[config.mk]
export PLATFORM = sky130hd
export DESIGN_NAME = fir2d_frame_sequencer
export DESIGN_NICKNAME = d
export VERILOG_FILES = /design/src/rtl/fir2d_frame_sequencer.sv
export SDC_FILE = /design/constraint.sdc
export NUM_CORES = 1
export LEC_CHECK = 0
export ABC_AREA = 1
export BUFFER_PORTS_ARGS = -buffer_cell sky130_fd_sc_hd__buf_2
export CORE_MARGIN = 2
export CORE_UTILIZATION = 30
export DETAILED_ROUTE_END_ITERATION = 10
export GPL_TIMING_DRIVEN = 0
export HOLD_SLACK_MARGIN = 0.02
export MAX_ROUTING_LAYER = met4
export PLACE_DENSITY = 0.5
export SLEW_MARGIN = 0
export SYNTH_ARGS = -nofsm -noshare
export SYNTH_HDL_FRONTEND = slang
export SYNTH_SLANG_ARGS = --single-unit
[constraint.sdc]
create_clock -name clk -period 7.5 [get_ports clk]
set_input_delay 1.875 -clock clk [delete_from_list [all_inputs] [get_ports clk]]
set_output_delay 1.875 -clock clk [all_outputs]
set_load 0.02 [all_outputs]
[src/rtl/fir2d_frame_sequencer.sv]
// fir2d_frame_sequencer: frame control, line-buffer sequencing and tap/edge flags for a 3x3 separable FIR
module fir2d_frame_sequencer #(
   parameter int ADDR_WIDTH = 11,
   parameter int SIZE_WIDTH = 12,
   parameter int PIPE_LAT = 6
) (
   input  logic                  clk,
   input  logic                  rst,
   input  logic                  start_i,
   input  logic [SIZE_WIDTH-1:0] h_size_i,
   input  logic [SIZE_WIDTH-1:0] v_size_i,
   input  logic                  ce_i,
   output logic                  ready_o,
   output logic                  lb_wr_en_o,
   output logic [ADDR_WIDTH-1:0] lb_wr_addr_o,
   output logic                  lb_rd_en_o,
   output logic [ADDR_WIDTH-1:0] lb_rd_addr_o,
   output logic                  tap_valid_o,
   output logic                  top_rep_o,
   output logic                  bot_rep_o,
   output logic                  left_rep_o,
   output logic                  right_rep_o,
   output logic                  out_valid_o,
   output logic                  sof_o,
   output logic                  eol_o,
   output logic                  busy_o,
   output logic                  done_o
);
   typedef enum logic [2:0] {IDLE, FILL, RUN, FLUSH, DRAIN} state_t;
   state_t state, state_nx;
   logic [SIZE_WIDTH-1:0] h_size, v_size, h_cnt, v_cnt;
   logic [PIPE_LAT-1:0] ov_sr, sof_sr, eol_sr;
   logic accept, step, last_col, size_ok, start_ok;
   always_comb begin
      ready_o = state == FILL || state == RUN;
      accept = ce_i & ready_o;
      step = accept || state == FLUSH;
      last_col = h_cnt == h_size - SIZE_WIDTH'(1);
      size_ok = h_size_i != '0 && int'(h_size_i) <= 2**ADDR_WIDTH && v_size_i != '0;
      start_ok = state == IDLE && start_i && size_ok;
      lb_wr_en_o = accept;
      lb_rd_en_o = (accept && state == RUN) || state == FLUSH;
      lb_wr_addr_o = h_cnt[ADDR_WIDTH-1:0];
      lb_rd_addr_o = h_cnt[ADDR_WIDTH-1:0];
      done_o = state == DRAIN && !tap_valid_o && ov_sr == '0;
      busy_o = state != IDLE && !done_o;
      state_nx = state;
      case (state)
         IDLE:  state_nx = start_ok ? FILL : IDLE;
         FILL:  state_nx = (accept && last_col) ? (v_size > SIZE_WIDTH'(1) ? RUN : FLUSH) : FILL;
         RUN:   state_nx = (accept && last_col && v_cnt == v_size - SIZE_WIDTH'(1)) ? FLUSH : RUN;
         FLUSH: state_nx = last_col ? DRAIN : FLUSH;
         DRAIN: state_nx = done_o ? IDLE : DRAIN;
         default: state_nx = IDLE;
      endcase
   end
   // taps for output row v_cnt-1; v_cnt already points past the row being read
   always_ff @(posedge clk) begin
      if (rst) begin
         state <= IDLE;
         h_size <= '0;
         v_size <= '0;
         h_cnt <= '0;
         v_cnt <= '0;
         tap_valid_o <= 1'b0;
         top_rep_o <= 1'b0;
         bot_rep_o <= 1'b0;
         left_rep_o <= 1'b0;
         right_rep_o <= 1'b0;
         ov_sr <= '0;
         sof_sr <= '0;
         eol_sr <= '0;
      end else begin
         state <= state_nx;
         if (start_ok) begin
            h_size <= h_size_i;
            v_size <= v_size_i;
            h_cnt <= '0;
            v_cnt <= '0;
         end else if (step) begin
            h_cnt <= last_col ? '0 : h_cnt + SIZE_WIDTH'(1);
            v_cnt <= v_cnt + SIZE_WIDTH'(last_col);
         end
         tap_valid_o <= lb_rd_en_o;
         top_rep_o <= lb_rd_en_o && v_cnt == SIZE_WIDTH'(1);
         bot_rep_o <= lb_rd_en_o && v_cnt == v_size;
         left_rep_o <= lb_rd_en_o && h_cnt == '0;
         right_rep_o <= lb_rd_en_o && last_col;
         ov_sr <= (ov_sr << 1) | PIPE_LAT'(tap_valid_o);
         sof_sr <= (sof_sr << 1) | PIPE_LAT'(tap_valid_o & top_rep_o & left_rep_o);
         eol_sr <= (eol_sr << 1) | PIPE_LAT'(right_rep_o);
      end
   end
   assign out_valid_o = ov_sr[PIPE_LAT-1];
   assign sof_o = sof_sr[PIPE_LAT-1];
   assign eol_o = eol_sr[PIPE_LAT-1];
endmodule

==> flow_summary.rst, run 1 <==
.. list-table::
   :header-rows: 1

   * - Metric
     - Value
   * - Result of the run
     - complete, no violations
   * - Type of the worst setup path
     - input pin to output pin
   * - Max-slew violation count
     - 0
   * - Crit path launch type
     - input pin
   * - Die span in x
     - roughly 120 um
   * - Clock buffer count from CTS
     - 9
   * - H-tree level count
     - 3
   * - Most common cell after layout, fill and taps aside
     - sky130_fd_sc_hd__nand2_1
   * - Row Count
     - 42
   * - Post-CTS Setup Repair Bufs
     - 0
   * - Pin count of the biggest net entering global routing
     - 15
   * - Gp weighted congestion
     - between 0.8 and 0.9
   * - Post-Syn Area per Cell
     - 7.18 um^2
   * - Path class of the lowest-slack min-delay path
     - flip-flop to flip-flop
   * - Final hold violation count
     - 0
   * - Via count of the first global-routing pass
     - between 3000 and 4000
   * - Post-detailed-route wirelength per cell
     - between 10 and 15 um
   * - Post-route minimum period
     - between 4 and 5 ns
   * - Final HPWL DP
     - between 8000 and 9000 um
   * - Area growth, synth to finish
     - 20.3%
   * - CP Capture Point
     - lb_rd_en_o
   * - Cells on worst reg2reg path
     - 18
   * - Number of buffers inserted for hold repair after clock tree synthesis
     - 0
   * - Max-capacitance violation count
     - 0
   * - Final std cell area, no fill
     - 4920 um^2
   * - Post-layout worst setup margin
     - a little over 3 ns
   * - Remaining antenna violation count after routing
     - 0
   * - Clock tree from TritonCTS
     - done
   * - Final TNS setup
     - 0 ns
   * - VDD IR-drop max
     - between 0.09 and 0.1 mV
   * - Total standard cell area after synthesis
     - a little over 4000 um^2
   * - # diodes
     - 0
   * - Most frequent cells in the layout
     - sky130_fd_sc_hd__nand2_1 (92), sky130_fd_sc_hd__nor2_1 (90), sky130_fd_sc_hd__dfxtp_1 (74), sky130_fd_sc_hd__inv_1 (65), sky130_fd_sc_hd__buf_2 (65)
   * - Capturing element type of the critical path
     - output pin
   * - Critical path startpoint
     - ce_i
   * - Unrepaired setup endpoints after global routing
     - false
   * - Number of warning messages in the yosys log
     - 0
   * - Post-layout net count
     - 678
   * - Register bit total from synthesis
     - 74
   * - Count of input and output buffers
     - 62
   * - Die Height
     - 121 um
   * - Die Outline Area
     - roughly 15000 um^2
   * - Initial antenna violation count
     - 0
   * - Total routed wirelength
     - ~10000 um
   * - DRC marker count from the first detailed-route iteration
     - between 100 and 150
   * - Data required time at the worst endpoint
     - around 5.6 ns
   * - Slack of the worst reg-to-reg path
     - between 4 and 5 ns
   * - Via count normalized by instance count
     - between 4 and 5
   * - Transition time at the pin with the least slew margin
     - 0.523 ns
   * - Vias
     - 3666
   * - Non-filler instance count after layout
     - just over 800
   * - Number of sinks on the clock net
     - 74
   * - Skew-Pair Late Insertion Delay
     - 0.34 ns
   * - Placed Instance Area
     - approximately 4600 um^2
   * - Worst rel slew slack
     - 0.652
   * - Final routed DRC violation total
     - 0
   * - Core Area
     - roughly 13000 um^2
   * - Number of different library cells in the post-synthesis netlist
     - 42
   * - Leakage power
     - 0.00221 uW
   * - Post-Place Worst Slack
     - roughly 3.0 ns
   * - Remaining global-route overflow
     - 0
   * - Ports
     - 63
   * - # resized after CTS
     - 0
   * - End of the worst register-to-register path
     - v_cnt[11]
   * - Maximum clock frequency
     - 226 MHz
   * - Clock transition at the registers of the reported paths
     - ~0.06 ns
   * - Final setup fails
     - 0
   * - Skew final
     - a little over 0.008 ns
   * - GRT Util Overall
     - 0.152
   * - Highest net fanout along the worst path
     - 2
   * - Startpoint of the lowest-slack register-to-register path
     - h_size[0]
   * - Wire length of the first global-routing pass
     - between 15000 and 20000 um
   * - Power per unit of standard cell area
     - roughly 200 nW/um^2
   * - Post-route clock period utilization
     - 0.591
   * - Post-Synthesis Cells
     - 570
   * - Initial Util
     - 0.308
   * - Placed cell count
     - 808
   * - Cell at the root of the clock tree
     - sky130_fd_sc_hd__clkbuf_16
   * - Syn nets
     - roughly 610
   * - Layout cell share with drive strength beyond 1
     - 0.235
   * - Maximum clock insertion buffer count
     - 2
   * - Post-synthesis sequential area ratio
     - 0.362
   * - Arrival time worst endpoint
     - approximately 2.6 ns
   * - Count of TritonRoute iterations in the first routing pass
     - 5
[report_power, final]
part           switching (uW)  total (uW)  internal [uW]  leakage (uW)
Sequential               12.8         416            404      0.000600
Clock                     178         437            260      0.000142
Combinational            90.8         145           53.9       0.00147
[registers in the layout, summed over array words and instances (netlist names)]
signal / cells
bot_rep_o: 1
h_cnt: 12
right_rep_o: 1
sof_sr: 6
state: 3
eol_sr: 6
ov_sr: 6
h_size: 12
v_size: 12
top_rep_o: 1
tap_valid_o: 1
left_rep_o: 1
v_cnt: 12
[synth_stat cells (all sizes together)]
cell | instances | area [um^2]
nand2 | 100 | 400
o21ai | 35 | 179
o21a | 1 | 7.51
nand4 | 13 | 93.8
nor3 | 13 | 86.3
or2 | 5 | 31.3
clkbuf | 7 | 26.3
nand3 | 31 | 208
and3 | 2 | 13.8
a21o | 1 | 7.51
ha | 7 | 87.6
a21oi | 29 | 145
dfxtp | 74 | 1480
inv | 74 | 290
xnor2 | 16 | 140
clkinv | 1 | 3.75
xor2 | 17 | 149
nor2 | 106 | 477
nand3b | 1 | 7.51
buf | 26 | 184
nor4 | 8 | 50.1
a211oi | 1 | 7.51
o21bai | 2 | 15.0
[logic make-up (layout without fill, tap and decap cells)]
kind of cell / count (synthesis) / count (layout) / synth area share
and+or+nand+nor: 279 / 279 / 0.334
buffers and inverters: 108 / 186 / 0.123
DFF: 74 / 74 / 0.362
AOI/OAI and AO/OA: 69 / 69 / 0.0884
xor gates and xnor gates: 33 / 33 / 0.0706
adders and majority gates: 7 / 7 / 0.0214
[metrics by stage]
stage          total power (uW)  hold WS (ns)  utilization
2_1_floorplan               529         0.388            -
3_3_place_gp                568         0.389        0.348
3_5_place_dp                570         0.397        0.348
4_1_cts                    1020         0.403        0.370
5_1_grt                    1050         0.423        0.370
6_report                    998         0.404        0.370
[layer usage]
layer | GRT usage | vias to the layer above | wire [um]
li1 | - | 1939 | -
met1 | 0.195 | 1665 | 5150
met2 | 0.231 | 56 | 4570
met3 | 0.0250 | 6 | 278
met4 | 0.0741 | 0 | 97
met5 | - | - | 0
[worst min path at each step]
| stage | from | end | slack (ns) | depth (start not counted) |
|---|---|---|---|---|
| after floorplan | eol_sr[0] | eol_sr[1] | 0.39 | 2 |
| after global placement | sof_sr[2] | sof_sr[3] | 0.39 | 2 |
| after CTS | sof_sr[1] | sof_sr[2] | 0.40 | 2 |
| after global routing | eol_sr[0] | eol_sr[1] | 0.42 | 2 |
| final | sof_sr[3] | sof_sr[4] | 0.40 | 2 |
| after detailed placement | sof_sr[0] | sof_sr[1] | 0.40 | 2 |
[final cells by class]
cell class	count	area, um^2
plain buffers	33	210
clock buffers	9	225
clock inverters	7	76.3
fillers	1407	8370
inverters	75	294
multi-input cells	388	2110
flip-flops and latches	74	1480
well taps	176	220
repair buffers	62	310
[critical path, cell delays in order]
cell                      delay, ns
sky130_fd_sc_hd__buf_2         0.09
sky130_fd_sc_hd__inv_1         0.03
sky130_fd_sc_hd__o21ai_0       0.32
sky130_fd_sc_hd__buf_2         0.24
(Power assumes the default switching activity.)
==> run 2: changes to the inputs <==
--- a/config.mk
+++ b/config.mk
@@ -5,7 +5,7 @@
 export SDC_FILE = /design/constraint.sdc
 export NUM_CORES = 1
 export LEC_CHECK = 0
-export ABC_AREA = 1
+export ABC_AREA = 0
 export BUFFER_PORTS_ARGS = -buffer_cell sky130_fd_sc_hd__buf_2
 export CORE_MARGIN = 2
 export CORE_UTILIZATION = 30
@@ -13,7 +13,7 @@
 export GPL_TIMING_DRIVEN = 0
 export HOLD_SLACK_MARGIN = 0.02
 export MAX_ROUTING_LAYER = met4
-export PLACE_DENSITY = 0.5
+export PLACE_DENSITY = 0.51
 export SLEW_MARGIN = 0
 export SYNTH_ARGS = -nofsm -noshare
 export SYNTH_HDL_FRONTEND = slang
==> constraint.sdc (replaced) <==
create_clock -name clk -period 3.8 [get_ports clk]
set_input_delay 0.95 -clock clk [delete_from_list [all_inputs] [get_ports clk]]
set_output_delay 0.95 -clock clk [all_outputs]
set_load 0.02 [all_outputs]
==> run 2 against run 1 <==
Sequential share of layout area is 0.31 points lower. Worst setup slack lost 2.8 ns. Synthesized area grew 0.89%. Combinational power increased by 71%. Register-to-register slack worse by 4.3 ns.
==> flow_summary.rst, run 2 <==
.. list-table::
   :header-rows: 1

   * - Metric
     - Value
   * - Clock tree from TritonCTS
     - done
   * - # diodes
     - 0 (unchanged)
   * - Power per unit of standard cell area
     - 391 nW/um^2 (+93%)
   * - Cells taking the most area after synthesis
     - sky130_fd_sc_hd__dfxtp_1 (36%), sky130_fd_sc_hd__xnor2_1 (6.8%), sky130_fd_sc_hd__mux2i_1 (6.3%)
   * - Maximum clock frequency
     - between 200 and 300 MHz
   * - Max-slew violation count
     - 0 (unchanged)
   * - Simple-gate share of the synthesized area
     - 0.270 (-0.0645)
   * - Initial Util
     - 0.309 (+0.00151)
   * - Maximum cell stage delay along the critical path
     - 0.40 ns (+0.08 ns)
   * - Final hold violation count
     - 0 (unchanged)
   * - Die span in x
     - 121 um (+0.43%)
   * - Ports
     - 63 (unchanged)
   * - Unrepaired setup endpoints after global routing
     - false
   * - Slowest cell on the critical path
     - sky130_fd_sc_hd__a2111oi_4
   * - Type of the worst setup path
     - flip-flop to flip-flop
   * - Post-detailed-route wirelength per cell
     - 13.8 um (+12%)
   * - Row Count
     - 42 (unchanged)
   * - Cell at the root of the clock tree
     - sky130_fd_sc_hd__clkbuf_16
   * - Main combinational cell family by area after synthesis
     - simple AND/OR/NAND/NOR gates
   * - Proportion of netlist area held by the largest area contributor
     - 0.359 (-0.00318)
   * - Count of TritonRoute iterations in the first routing pass
     - 5 (unchanged)
   * - Max-capacitance violation count
     - 0 (unchanged)
   * - Remaining global-route overflow
     - 0 (unchanged)
   * - Final HPWL DP
     - 7790 um (-5.0%)
   * - Slack of the worst reg-to-reg path
     - 0.25 ns (-4.35 ns)
   * - Number of warning messages in the yosys log
     - 0 (unchanged)
   * - Skew-Pair Late Insertion Delay
     - 0.34 ns (about the same)
   * - Die Height
     - 121 um (+0.43%)
   * - Post-CTS Setup Repair Bufs
     - 0 (unchanged)
   * - Path class of the lowest-slack min-delay path
     - flip-flop to flip-flop
   * - Cell type with the largest total area after synthesis
     - sky130_fd_sc_hd__dfxtp_1
   * - Maximum clock insertion buffer count
     - 2 (unchanged)
   * - Final setup fails
     - 0 (unchanged)
   * - Total of fill cells in the finished design
     - 1416 (+0.64%)
   * - Multiplexer area fraction after synthesis
     - 0.0630 (+0.0630)
   * - Worst hold slack across all endpoints
     - 0.437 ns (+0.0332 ns)
   * - Most repeated cell in the gate-level netlist after synthesis
     - sky130_fd_sc_hd__dfxtp_1
   * - Most used flip-flop cell after synthesis
     - sky130_fd_sc_hd__dfxtp_1
   * - Final routed DRC violation total
     - 0 (unchanged)
   * - Skew final
     - 0.0134 ns (+0.00522 ns)
   * - Core Area
     - 13300 um^2 (+0.39%)
   * - Number of sinks on the clock net
     - 74 (unchanged)
   * - Share of the synthesized netlist area taken by xor and xnor gates
     - 0.106 (+0.0355)
   * - Die Outline Area
     - 14700 um^2 (+0.86%)
   * - Wire length of the first global-routing pass
     - 16600 um (unchanged)
   * - Post-route minimum period
     - between 3 and 4 ns
   * - Area growth, synth to finish
     - 20.5%
   * - Vias
     - 3473 (-5.3%)
   * - Number of buffer and inverter instances along the worst setup path
     - 3 (unchanged)
   * - Via count of the first global-routing pass
     - 3304 (-3.7%)
   * - Final TNS setup
     - 0 ns (unchanged)
   * - Result of the run
     - complete, no violations
   * - Highest net fanout along the worst path
     - 10 (+8)
   * - Share of flip-flops with an asynchronous set or reset
     - 0 (unchanged)
   * - Fraction of the mapped netlist area in compound gates
     - 0.0958 (+0.00741)
   * - Number of buffers inserted for hold repair after clock tree synthesis
     - 0 (unchanged)
   * - Total standard cell area after synthesis
     - 4130 um^2 (+0.89%)
   * - Data required time at the worst endpoint
     - 4.06 ns (-1.56 ns)
   * - Hold depth
     - 1 (-1)
   * - Crit-path cells
     - inv_1 -> ha_1 -> clkbuf_4 -> nand2_1 -> o211a_1 -> o31a_1 -> a2111oi_4 -> and4b_1 -> buf_6 -> ha_1 -> ha_1 -> nand2_1 -> or3_4 -> or3_1 -> a21oi_1
   * - Top cells by count, synth
     - sky130_fd_sc_hd__dfxtp_1 (74), sky130_fd_sc_hd__nor2_1 (53), sky130_fd_sc_hd__xnor2_1 (32), sky130_fd_sc_hd__mux2i_1 (26), sky130_fd_sc_hd__nand2_1 (24)
   * - Post-layout net count
     - 584 (-14%)
   * - Clock buffer count from CTS
     - 9 (unchanged)
   * - Post-route clock period utilization
     - 0.933
   * - Layout cell share with drive strength beyond 1
     - 0.229 (-0.00533)
   * - Syn nets
     - 511 (-16%)
   * - Post-Place Worst Slack
     - 0.189 ns (-2.81 ns)
   * - Post-synthesis sequential area ratio
     - 0.359 (-0.00318)
   * - Most frequent cell on the critical path
     - sky130_fd_sc_hd__ha_1
   * - Via count normalized by instance count
     - 4.76 (+6.9%)
   * - Post-Synthesis Cells
     - 476 (-16%)
   * - Count of input and output buffers
     - 62 (unchanged)
   * - Post-Syn Area per Cell
     - 8.67 um^2 (+21%)
   * - GRT Util Overall
     - 0.146 (-0.00571)
   * - Post-layout worst setup margin
     - 0.253 ns (-2.81 ns)
   * - Crit path launch type
     - flip-flop
   * - Transition time at the pin with the least slew margin
     - 0.602 ns (+0.0795 ns)
   * - Worst rel slew slack
     - 0.596 (-0.0561)
   * - Arrival time worst endpoint
     - 3.81 ns (+1.25 ns)
   * - Leakage power
     - 0.00212 uW (-4.2%)
   * - Most frequent cells in the layout
     - sky130_fd_sc_hd__dfxtp_1 (74), sky130_fd_sc_hd__buf_2 (65), sky130_fd_sc_hd__nor2_1 (53), sky130_fd_sc_hd__xnor2_1 (32), sky130_fd_sc_hd__mux2i_1 (26)
   * - Initial antenna violation count
     - 0 (unchanged)
   * - Register bit total from synthesis
     - 74 (unchanged)
   * - Capturing element type of the critical path
     - flip-flop
   * - H-tree level count
     - 3 (unchanged)
   * - Cell type group with the largest total delay on the critical path
     - simple AND/OR/NAND/NOR gates
   * - Clock transition at the registers of the reported paths
     - 0.06 ns (about the same)
   * - Cells on worst reg2reg path
     - 15 (-3)
   * - Remaining antenna violation count after routing
     - 0 (unchanged)
   * - Most common cell after layout, fill and taps aside
     - sky130_fd_sc_hd__dfxtp_1
   * - WHS Endpoint
     - eol_sr[5]
   * - End of the worst register-to-register path
     - v_cnt[8]
   * - DRC marker count from the first detailed-route iteration
     - 158 (+11%)
   * - Synthesized-area fraction occupied by adder cells
     - 0.0212 (-0.000188)
   * - Beginning of the worst hold path
     - eol_sr[4]
   * - Gp weighted congestion
     - 0.881 (+0.94%)
   * - Startpoint of the lowest-slack register-to-register path
     - h_size[0]
   * - Count of flip-flops with a built-in enable after synthesis
     - 0 (unchanged)
   * - Total routed wirelength
     - 10100 um (-0.35%)
   * - Number of different library cells in the post-synthesis netlist
     - 64 (+52%)
   * - Pin count of the biggest net entering global routing
     - 16 (+1)
   * - VDD IR-drop max
     - 0.185 mV (+87%)
## run 2: layer usage
metal  routed length (um)  GRT usage  up-vias  share of wire
li1                     -          -     1776              -
met3                  245     0.0240       10          0.024
met5                    0          -        -              0
met4                  124     0.0496        0          0.012
met2                 4630      0.223       48           0.46
met1                 5060      0.196     1639           0.50
## run 2: repair_timing
| action | CTS | global route |
|---|---|---|
| setup endpoints to repair | 0 | 2 |
| endpoints found under the hold margin | 0 | 0 |
| resized for setup | 0 | 2 |
## run 2: how the worst max path moves through the flow
stage	start	end	slack, ns	depth (start not counted)
global route	h_size[0]	v_cnt[10]	0.04	15
global placement	h_size_i[0]	v_cnt[9]	0.17	8
detailed placement	h_size_i[0]	v_cnt[9]	0.19	8
floorplan	h_size[0]	v_cnt[8]	0.53	15
finish	h_size[0]	v_cnt[8]	0.25	15
CTS	h_size[0]	v_cnt[8]	0.17	15
## run 2: layout make-up
type | count | area [um^2] | share of cell area
clock inverter | 7 | 83.8 | 0.0169
multi-input combinational | 334 | 2300 | 0.462
sequential | 74 | 1480 | 0.298
buffer | 52 | 294 | 0.0591
inverter | 16 | 60.1 | 0.0121
timing repair buffer | 62 | 310 | 0.0624
clock buffer | 9 | 225 | 0.0453
tap | 176 | 220 | 0.0443
## run 2: cells by family after synthesis
logic type / Yosys count
compound gates: 50
xor+xnor: 50
fa+ha+maj: 7
buf+inv: 68
flops: 74
mux: 26
simple gates: 201
## run 2: power breakdown
part           internal, uW  switching, uW
Clock                   522            369
Combinational           107            141
Sequential              790           16.8
## run 2: through the flow
stage,cell area [um^2],power [uW],instances,util
floorplan,4130,1000,476,-
global placement,4660,1070,714,0.349
detailed placement,4660,1070,714,0.349
CTS,4970,1970,730,0.372
global route,4970,2030,730,0.373
finish,4970,1950,730,0.373
